### src/rtl/sw_pkg.sv
// Shared definitions for the Smith-Waterman systolic array host side.
// Holds the datapath widths, the driver state encoding and the symbol
// encoding / substitution constants that the PE score lookup also uses.
package sw_pkg;

    localparam int SYM_W   = 3;
    localparam int SCORE_W = 16;

    typedef enum logic [2:0] {
        IDLE,
        LOAD_Q,
        STREAM_T,
        DRAIN,
        DONE
    } sw_state_e;

    // Symbol 0 is the null symbol seen by an idle PE; 1..7 are residues.
    localparam logic [SYM_W-1:0] SYM_NULL = 3'd0;
    localparam logic [SYM_W-1:0] SYM_A    = 3'd1;
    localparam logic [SYM_W-1:0] SYM_C    = 3'd2;
    localparam logic [SYM_W-1:0] SYM_G    = 3'd3;
    localparam logic [SYM_W-1:0] SYM_T    = 3'd4;

    // Linear-gap scoring used by every PE.
    localparam int MATCH_SCORE  = 2;
    localparam int MISMATCH_PEN = 1;
    localparam int GAP_PEN      = 1;

endpackage

### src/rtl/sw_array_driver.sv
// Host-side transmitter for the Smith-Waterman PE chain.
// Loads a NUM_PE-symbol query into the chain, streams a target into PE[0]
// with a per-symbol init flag, drains the pipeline and reports the largest
// max_out value seen from the last PE.
//
// Ports:
//   clk, reset_i                      clock, synchronous active-high reset
//   start_i                           begins a run (only honoured in IDLE)
//   q_valid_i/q_ready_o/q_sym_i       query symbol stream
//   t_valid_i/t_ready_o/t_sym_i/t_last_i  target symbol stream
//   shift_valid_s_o, s_o, valid_s_o   query shift into the chain
//   t_o, init_o                       target symbol / cell-active to PE[0]
//   max_o, v_o, f_o                   PE[0] boundary values (always 0)
//   max_i                             max_out of the last PE
//   score_o, score_valid_o            final score and its one-cycle strobe
//   busy_o, err_o                     run in progress, sticky bubble error
module sw_array_driver
    import sw_pkg::*;
#(
    parameter int NUM_PE = 16
) (
    input  logic               clk,
    input  logic               reset_i,
    input  logic               start_i,
    input  logic               q_valid_i,
    output logic               q_ready_o,
    input  logic [SYM_W-1:0]   q_sym_i,
    input  logic               t_valid_i,
    output logic               t_ready_o,
    input  logic [SYM_W-1:0]   t_sym_i,
    input  logic               t_last_i,
    output logic               shift_valid_s_o,
    output logic [SYM_W-1:0]   s_o,
    output logic               valid_s_o,
    output logic [SYM_W-1:0]   t_o,
    output logic               init_o,
    output logic [SCORE_W-1:0] max_o,
    output logic [SCORE_W-1:0] v_o,
    output logic [SCORE_W-1:0] f_o,
    input  logic [SCORE_W-1:0] max_i,
    output logic [SCORE_W-1:0] score_o,
    output logic               score_valid_o,
    output logic               busy_o,
    output logic               err_o
);

    // One counter width covers both the query index and the drain count.
    localparam int CNT_W = $clog2(NUM_PE + 2);
    localparam logic [CNT_W-1:0] Q_LAST = CNT_W'(NUM_PE - 1);
    localparam logic [CNT_W-1:0] D_LAST = CNT_W'(NUM_PE + 1);

    sw_state_e          state_q, state_d;
    logic [CNT_W-1:0]   q_cnt_q, q_cnt_d;
    logic [CNT_W-1:0]   d_cnt_q, d_cnt_d;
    logic [SCORE_W-1:0] run_max_q, run_max_d;
    logic [SYM_W-1:0]   s_q, s_d;
    logic               shift_q, shift_d;
    logic [SYM_W-1:0]   t_q, t_d;
    logic               init_q, init_d;
    logic [SCORE_W-1:0] score_q, score_d;
    logic               score_valid_q, score_valid_d;
    logic               err_q, err_d;
    logic [SCORE_W-1:0] max_upd;

    // Unsigned running max; idle PEs return 0 so they never win.
    assign max_upd = (max_i > run_max_q) ? max_i : run_max_q;

    always_comb begin
        state_d       = state_q;
        q_cnt_d       = q_cnt_q;
        d_cnt_d       = d_cnt_q;
        run_max_d     = run_max_q;
        s_d           = s_q;
        shift_d       = 1'b0;
        t_d           = t_q;
        init_d        = 1'b0;
        score_d       = score_q;
        score_valid_d = 1'b0;
        err_d         = err_q;
        case (state_q)
            IDLE: begin
                if (start_i) begin
                    state_d   = LOAD_Q;
                    err_d     = 1'b0;
                    run_max_d = '0;
                    q_cnt_d   = '0;
                end
            end
            LOAD_Q: begin
                if (q_valid_i) begin
                    s_d     = q_sym_i;
                    shift_d = 1'b1;
                    q_cnt_d = q_cnt_q + 1'b1;
                    if (q_cnt_q == Q_LAST) state_d = STREAM_T;
                end
            end
            STREAM_T: begin
                run_max_d = max_upd;
                d_cnt_d   = '0;
                if (t_valid_i) begin
                    t_d    = t_sym_i;
                    init_d = 1'b1;
                    if (t_last_i) state_d = DRAIN;
                end else begin
                    // A gap in the target stream would corrupt the
                    // anti-diagonal timing: flag it and finish the run.
                    err_d   = 1'b1;
                    state_d = DRAIN;
                end
            end
            DRAIN: begin
                run_max_d = max_upd;
                d_cnt_d   = d_cnt_q + 1'b1;
                if (d_cnt_q == D_LAST) state_d = DONE;
            end
            DONE: begin
                score_d       = run_max_q;
                score_valid_d = 1'b1;
                state_d       = IDLE;
            end
            default: state_d = IDLE;
        endcase
    end

    always_ff @(posedge clk) begin
        if (reset_i) begin
            state_q       <= IDLE;
            q_cnt_q       <= '0;
            d_cnt_q       <= '0;
            run_max_q     <= '0;
            s_q           <= '0;
            shift_q       <= 1'b0;
            t_q           <= '0;
            init_q        <= 1'b0;
            score_q       <= '0;
            score_valid_q <= 1'b0;
            err_q         <= 1'b0;
        end else begin
            state_q       <= state_d;
            q_cnt_q       <= q_cnt_d;
            d_cnt_q       <= d_cnt_d;
            run_max_q     <= run_max_d;
            s_q           <= s_d;
            shift_q       <= shift_d;
            t_q           <= t_d;
            init_q        <= init_d;
            score_q       <= score_d;
            score_valid_q <= score_valid_d;
            err_q         <= err_d;
        end
    end

    assign q_ready_o       = (state_q == LOAD_Q);
    assign t_ready_o       = (state_q == STREAM_T);
    assign busy_o          = (state_q != IDLE);
    assign shift_valid_s_o = shift_q;
    assign valid_s_o       = shift_q;
    assign s_o             = s_q;
    assign t_o             = t_q;
    assign init_o          = init_q;
    assign max_o           = '0;
    assign v_o             = '0;
    assign f_o             = '0;
    assign score_o         = score_q;
    assign score_valid_o   = score_valid_q;
    assign err_o           = err_q;

endmodule

### config.mk
export PLATFORM = sky130hd
export DESIGN_NAME = sw_array_driver
export DESIGN_NICKNAME = d
export VERILOG_FILES = /design/src/rtl/sw_pkg.sv /design/src/rtl/sw_array_driver.sv
export SDC_FILE = /design/constraint.sdc
export NUM_CORES = 1
export LEC_CHECK = 0
export ABC_AREA = 1
export BUFFER_PORTS_ARGS = -buffer_cell sky130_fd_sc_hd__buf_4
export CAP_MARGIN = 40
export CORE_UTILIZATION = 54
export DETAILED_ROUTE_END_ITERATION = 6
export PLACE_DENSITY = 0.85
export SYNTH_ARGS = -nofsm -noshare
export SYNTH_HDL_FRONTEND = slang
export SYNTH_SLANG_ARGS = --single-unit
### constraint.sdc
create_clock -name clk -period 3.8 [get_ports clk]
set_input_delay 0 -clock clk [delete_from_list [all_inputs] [get_ports clk]]
set_output_delay 0 -clock clk [all_outputs]
set_load 0.02 [all_outputs]
==> results of run 1 <==
Yosys cell counts:
cell	count	area, um2
dfxtp_1	55	1101
buf_4	51	382.9
a21oi_1	49	245.2
inv_1	38	142.6
nand2_1	35	131.4
nand3_1	28	140.1
nor2_1	28	105.1
o21ai_0	22	110.1
ha_1	20	250.2
nand3_2	10	100.1
inv_2	8	30.03
clkbuf_1	7	26.28
nand2_2	4	25.02
nor3_1	4	20.02
o21ai_1	3	15.01
a211oi_2	2	25.02
a31oi_1	2	12.51
buf_2	2	10.01
nand4_1	2	12.51
nor2_2	2	12.51
nor2_4	2	22.52
a211oi_1	1	7.510
a21o_1	1	7.510
a2bb2oi_1	1	8.760
buf_6	1	11.26
conb_1	1	3.750
nand2_4	1	11.26
nor2_8	1	20.02
nor3_2	1	10.01
nor3_4	1	16.27
nor3b_1	1	7.510
nor4_2	1	12.51
xnor2_1	1	8.760
critical path, cell delays in order (launching register included):
cell	delay, ns
dfxtp_1	0.37
inv_1	0.08
ha_1	0.32
a21oi_1	0.14
nand2_1	0.09
a21oi_1	0.20
nand2_2	0.26
nand2_4	0.30
nand3_2	0.10
a21oi_1	0.16
where the power goes:
group	internal, mW	total, mW	switching (mW)	leakage, nW
Clock	0.213	0.402	0.188	0.0612
Combinational	0.229	0.676	0.447	1.11
Sequential	0.641	0.688	0.0472	0.445
Total	1.08	1.77	0.683	1.61
worst max path at each step:
stage	start	endpoint	slack [ns]	depth (start not counted)
after global placement	run_max_q[9]	run_max_q[3]	1.87	11
after detailed placement	run_max_q[11]	run_max_q[3]	1.79	11
after global routing	run_max_q[15]	run_max_q[0]	1.57	11
after CTS	run_max_q[11]	run_max_q[11]	1.76	9
final	run_max_q[11]	run_max_q[11]	1.72	9
after floorplan	run_max_q[7]	run_max_q[10]	2.16	11
layer usage:
metal	vias up	part of all wire, %	GRT usage, %	wire length [um]
li1	1324	-	-	-
met1	1208	42	25.83	2774
met2	115	49	41.34	3212
met3	12	6.3	4.524	413
met4	0	2.1	9.434	139
met5	-	0	0	0
stage by stage:
step	cells	utilization (%)	hold slack (ns)	power (mW)	instance area (um2)
after floorplan	433	-	0.1349	1.222	3222
after global placement	500	62.89	0.2283	1.317	3314
after detailed placement	500	62.89	0.2346	1.346	3314
after CTS	532	69.68	0.002237	1.768	3672
after global routing	532	69.68	0.0001850	1.882	3672
final	532	69.68	0.005132	1.766	3672
sequential cells by signal (all words and copies together) (netlist names), 3 cells and up:
| name | count |
|---|---|
| d_cnt_q | 5 |
| state_q | 3 |
| t_o | 3 |
| run_max_q | 16 |
| s_o | 3 |
| q_cnt_q | 5 |
| score_o | 16 |
cells by family after synthesis:
logic type,Yosys count
adders and majority gates,20
DFF,55
buffers and inverters,107
xor gates and xnor gates,1
AOI/OAI and AO/OA,81
and+or+nand+nor,121
other,1
final cells by class:
class                   count  area (um2)
inverters                  46       172.7
flip-flops and latches     55        1101
clock buffers               6       82.58
repair buffers             82       675.6
fillers                   444        1598
clock inverters             2       35.03
well taps                  70       87.58
multi-input cells         271        1518
placed cells by master, fill, tap and decap left out, types with 2 or more instances in the layout:
| master | Yosys | final |
|---|---|---|
| clkbuf_8 | 0 | 6 |
| nand3_1 | 28 | 28 |
| nor2_2 | 2 | 2 |
| nand2_2 | 4 | 4 |
| conb_1 | 1 | 48 |
| nor2_1 | 28 | 28 |
| a21oi_1 | 49 | 49 |
| o21ai_1 | 3 | 3 |
| nand3_2 | 10 | 10 |
| nor3_1 | 4 | 4 |
| inv_1 | 38 | 38 |
| dlygate4sd3_1 | 0 | 24 |
| a211oi_2 | 2 | 2 |
| inv_2 | 8 | 8 |
| buf_4 | 51 | 58 |
| ha_1 | 20 | 20 |
| dfxtp_1 | 55 | 55 |
| o21ai_0 | 22 | 22 |
| nand2_1 | 35 | 35 |
| nand4_1 | 2 | 2 |
| a31oi_1 | 2 | 2 |
| nor2_4 | 2 | 2 |
==> results.yml, run 1 <==
placed_design:
  place.gp.congestion: 0.7850
  hpwl_um: 4442
  port_buffers: 57
  preCtsSetupSlack_ns: 1.787
detailed_routing:
  drc: 0
  drt-initial-drc-count: 111
  vias: 2659
  viasPerCell: 4.998
  ant_nets: 0
  drt_pass1_iterations: 4
  drt-total-wl_um: 6540
  wl_per_cell_um: 12.29
sta:
  finalSetupViolations: 0
  fmax_ghz: 0.4800
  skew_ns: 0.007143
  worst_slack_ns: 1.717
  max-slew-margin-rel_pct: 54.41
  rsz0062_at_grt: "no"
  worst_pin_slew_ns: 0.6831
  finalHoldViolCount: 0
  fin_setup_tns_ns: 0
  fin_crit_sh_pct: 54.82
  min_period_ns: 2.083
  finalMaxSlewViolations: 0
logic_synthesis:
  syn_avg_cell_area_um2: 7.890
  synth.yosys.seq_area_share_pct: 36.15
  synth-simple-area-share_pct: 21.24
  synth_area_mm2: 0.003045
  synth_compound_area_share_pct: 14.17
  yosysWarnings: 0
  synth_mux_area_share_pct: 0
  postSynthCellCount: 386
  synthAdderAreaFrac_pct: 8.217
  synthXorXnorAreaFrac_pct: 0.2876
  yosys.cell_types.count: 33
  synth_top_family_by_area: "simple AND/OR/NAND/NOR gates"
  synth_seq_cells: 55
worst_hold_path:
  hold_end: "run_max_q[11]"
  hold_class: "input pin to flip-flop"
  whs_path_depth: 3
  hold_start: "max_i[11]"
global_route:
  grt_pass1_wl_um: 10850
  grt_pass1_vias: 2471
  grt.total_usage_pct: 22.78
  grt_max_degree: 33
  antenna_found_initial: 0
  grt-ovfl-total: 0
floorplan:
  num_io_pins: 106
  core.rowCount: 26
  die_w_um: 77.10
  die-area_mm2: 0.005944
  die_h_um: 77.10
  core-area_mm2: 0.005270
  initial_core_util_pct: 57.79
setup_path:
  regToRegStartpoint: "run_max_q[11]"
  criticalPathCategory: "flip-flop to flip-flop"
  r2r-end: "run_max_q[11]"
  r2r_setup_slack_ns: 1.72
  ff2ff_path_depth: 9
  required_ns: 4.04
  cp.arrival_ns: 2.32
  path_max_fanout: 17
  worst_setup_path_start_kind: "flip-flop"
  cp-end-kind: "flip-flop"
clock_tree:
  clock_path_buffers: 2
  cts_setup_buffers: 0
  hold_buffers: 24
  cts_resized: 0
  cts_sinks: 55
  clockRootBuffer: "clkbuf_8"
  cts_tree: "yes"
  h-tree-depth: 2
  clkLatencyLatePin_ns: 0.31
  cts_inserted_buffers: 5
  cts.clk_slew.worst_paths_ns: 0.09
final_layout:
  nNetsFinal: 509
  area_growth_pct: 20.58
  diodes: 0
  drive_above_1_share_pct: 21.43
power:
  peakVddDrop_uv: 234.6
  leakagePower_nw: 1.613
  power_density_mw_per_mm2: 480.9
job:
  max_cap_viol_count: 0
status:
  status: "finished, final reports clean"
No activity file was read; power rests on OpenSTA's default activity.
==> run 2, diff against run 1 <==
Settings changed: CORE_UTILIZATION 54 to 50, PLACE_DENSITY 0.85 to 0.8.
Clock period 3.8 ns to 2.15 ns, I/O delays scaled along.
==> run 2 against run 1 <==
Effect of this change: setup slack got worse by 1.6 ns; final area increased by 0.68%; sequential power increased by 77%; fmax increased by 4.8%; final cell count increased by 1.3%; critical path type unchanged; largest cell class unchanged; largest power group unchanged.
==> results.yml, run 2 (same netlist as run 1, synthesis figures left out) <==
status:
  status: "finished, final reports clean"
sta:
  finalHoldViolCount: 0
  worst_pin_slew_ns: 0.7542
  fin_setup_tns_ns: 0
  rsz0062_at_grt: "no"
  fmax_ghz: 0.5033
  max-slew-margin-rel_pct: 49.66
  min_period_ns: 1.987
  fin_crit_sh_pct: 92.41
  finalSetupViolations: 0
  finalMaxSlewViolations: 0
  skew_ns: 0.01089
power:
  pwr-share-clk_pct: 23.1
  power_frac_comb_pct: 38.2
  switching_share_pct: 38.78
  leakagePower_nw: 1.622
  peakVddDrop_uv: 644.0
  p_sw_mw: 1.224
  sequentialPowerShare_pct: 38.7
  p_int_mw: 1.933
  power_mw: 3.157
  power_density_mw_per_mm2: 853.9
clock_tree:
  cts_sinks: 55
  h-tree-depth: 2
  clock_path_buffers: 2
  cts.clk_slew.worst_paths_ns: 0.10
  cts_tree: "yes"
  cts_inserted_buffers: 5
  clkLatencyLatePin_ns: 0.31
  clockRootBuffer: "clkbuf_8"
worst_hold_path:
  hold_end: "run_max_q[3]"
  whs_path_depth: 3
  hold_class: "input pin to flip-flop"
  hold_start: "max_i[3]"
placed_design:
  port_buffers: 57
  place.gp.congestion: 0.8410
  hpwl_um: 4535
detailed_routing:
  drc: 0
  drt_pass1_iterations: 4
  ant_nets: 0
  vias: 2686
  wl_per_cell_um: 12.19
  drt-total-wl_um: 6568
  drt-initial-drc-count: 79
  viasPerCell: 4.983
floorplan:
  num_io_pins: 106
  core-area_mm2: 0.005886
  die_w_um: 80.05
  initial_core_util_pct: 51.74
  core.rowCount: 28
  die_h_um: 80.05
  die-area_mm2: 0.006407
setup_path:
  worst_setup_path_start_kind: "flip-flop"
  ff2ff_path_depth: 9
  regToRegStartpoint: "run_max_q[15]"
  cp_cell_sequence: "inv_1 -> ha_1 -> a21oi_1 -> o21ai_0 -> a21oi_1 -> nand2_2 -> nand2_4 -> nand3_2 -> a21oi_1"
  critPathSlowestCell: "dfxtp_1"
  crit_path_max_incr_delay_ns: 0.34
  cp-end-kind: "flip-flop"
  r2r-end: "run_max_q[9]"
  criticalPathCategory: "flip-flop to flip-flop"
  crit_top_cell: "a21oi_1"
  r2r_setup_slack_ns: 0.16
  path_max_fanout: 16
  cp.arrival_ns: 2.22
  required_ns: 2.39
final_layout:
  final_cell_mix: "buf_4 (60), dfxtp_1 (55), a21oi_1 (49)"
  multi_input_area_mm2: 0.001518
  ff_latch_area_mm2: 0.001101
  n_fill_cell: 481
  drive_above_1_share_pct: 21.77
  area_growth_pct: 21.41
  nNetsFinal: 511
  diodes: 0
  final_common_cell: "buf_4"
job:
  max_cap_viol_count: 0
global_route:
  grt_pass1_wl_um: 11010
  antenna_found_initial: 0
  grt_pass1_vias: 2540
  grt_max_degree: 33
  grt-ovfl-total: 0
  grt.total_usage_pct: 21.83
## run 2: cell types whose count changed in the layout (fill, tap and decap cells not counted)
cell      change
clkinv_2      -1
buf_4         +2
inv_6         +1
## run 2: area by class of cell
cell class,instances,area share [%]
clock buffers,6,2.234
clock inverters,2,1.049
inverters,46,4.670
multi-input cells,271,41.05
flip-flops and latches,55,29.78
well taps,75,2.538
repair buffers,84,18.68
## run 2: routing by layer
layer | GRT usage [%] | share of wire [%] | up-vias
met5 | 0 | 0 | -
met2 | 40.43 | 50 | 111
met3 | 4.229 | 6.1 | 13
met4 | 6.250 | 1.6 | 0
met1 | 25.19 | 42 | 1240
li1 | - | - | 1322
## run 2: how the worst max path moves through the flow
| stage | start | end | slack [ns] | cells past startpoint |
|---|---|---|---|---|
| 4_1_cts | run_max_q[15] | run_max_q[4] | 0.25 | 9 |
| 5_1_grt | run_max_q[15] | run_max_q[5] | 0.03 | 11 |
| 2_1_floorplan | run_max_q[7] | run_max_q[10] | 0.51 | 11 |
| 3_5_place_dp | run_max_q[7] | run_max_q[4] | 0.27 | 10 |
| 3_3_place_gp | run_max_q[7] | run_max_q[1] | 0.30 | 10 |
| 6_report | run_max_q[15] | run_max_q[9] | 0.16 | 9 |
## run 2: stage by stage
| step | area (um2) | cells | util (%) | hold slack (ns) | worst slack [ns] |
|---|---|---|---|---|---|
| 2_1_floorplan | 3222 | 433 | - | 0.1349 | 0.5073 |
| 3_3_place_gp | 3336 | 507 | 56.68 | 0.2236 | 0.2996 |
| 3_5_place_dp | 3336 | 507 | 56.68 | 0.2374 | 0.2693 |
| 4_1_cts | 3697 | 539 | 62.82 | 0.006351 | 0.2483 |
| 5_1_grt | 3697 | 539 | 62.82 | 0.01435 | 0.02976 |
| 6_report | 3697 | 539 | 62.82 | 0.003791 | 0.1631 |
## run 2: repair_timing
| action | 4_1_cts | 5_1_grt |
|---|---|---|
| setup endpoints to repair | 0 | 0 |
| resized for setup | 0 | 0 |
| buffers inserted | 0 | 0 |
| endpoints found under the hold margin | 21 | 0 |
| hold buffers | 24 | 0 |
## run 2: critical path: cells and delay by family (launching register included)
kind / cells / cell delay (ns)
buffers and inverters: 1 / 0.08
and+or+nand+nor: 3 / 0.54
adders and majority gates: 1 / 0.30
DFF: 1 / 0.34
AOI/OAI and AO/OA: 4 / 0.65
## run 2: power by group through the flow
stage                     sequential (mW)  clock [mW]  combinational [mW]
after floorplan                      1.26           0               0.900
after global placement               1.23           0                1.12
after detailed placement             1.24           0                1.15
after CTS                            1.22       0.736                1.20
after global routing                 1.23       0.773                1.33
final                                1.22       0.728                1.21
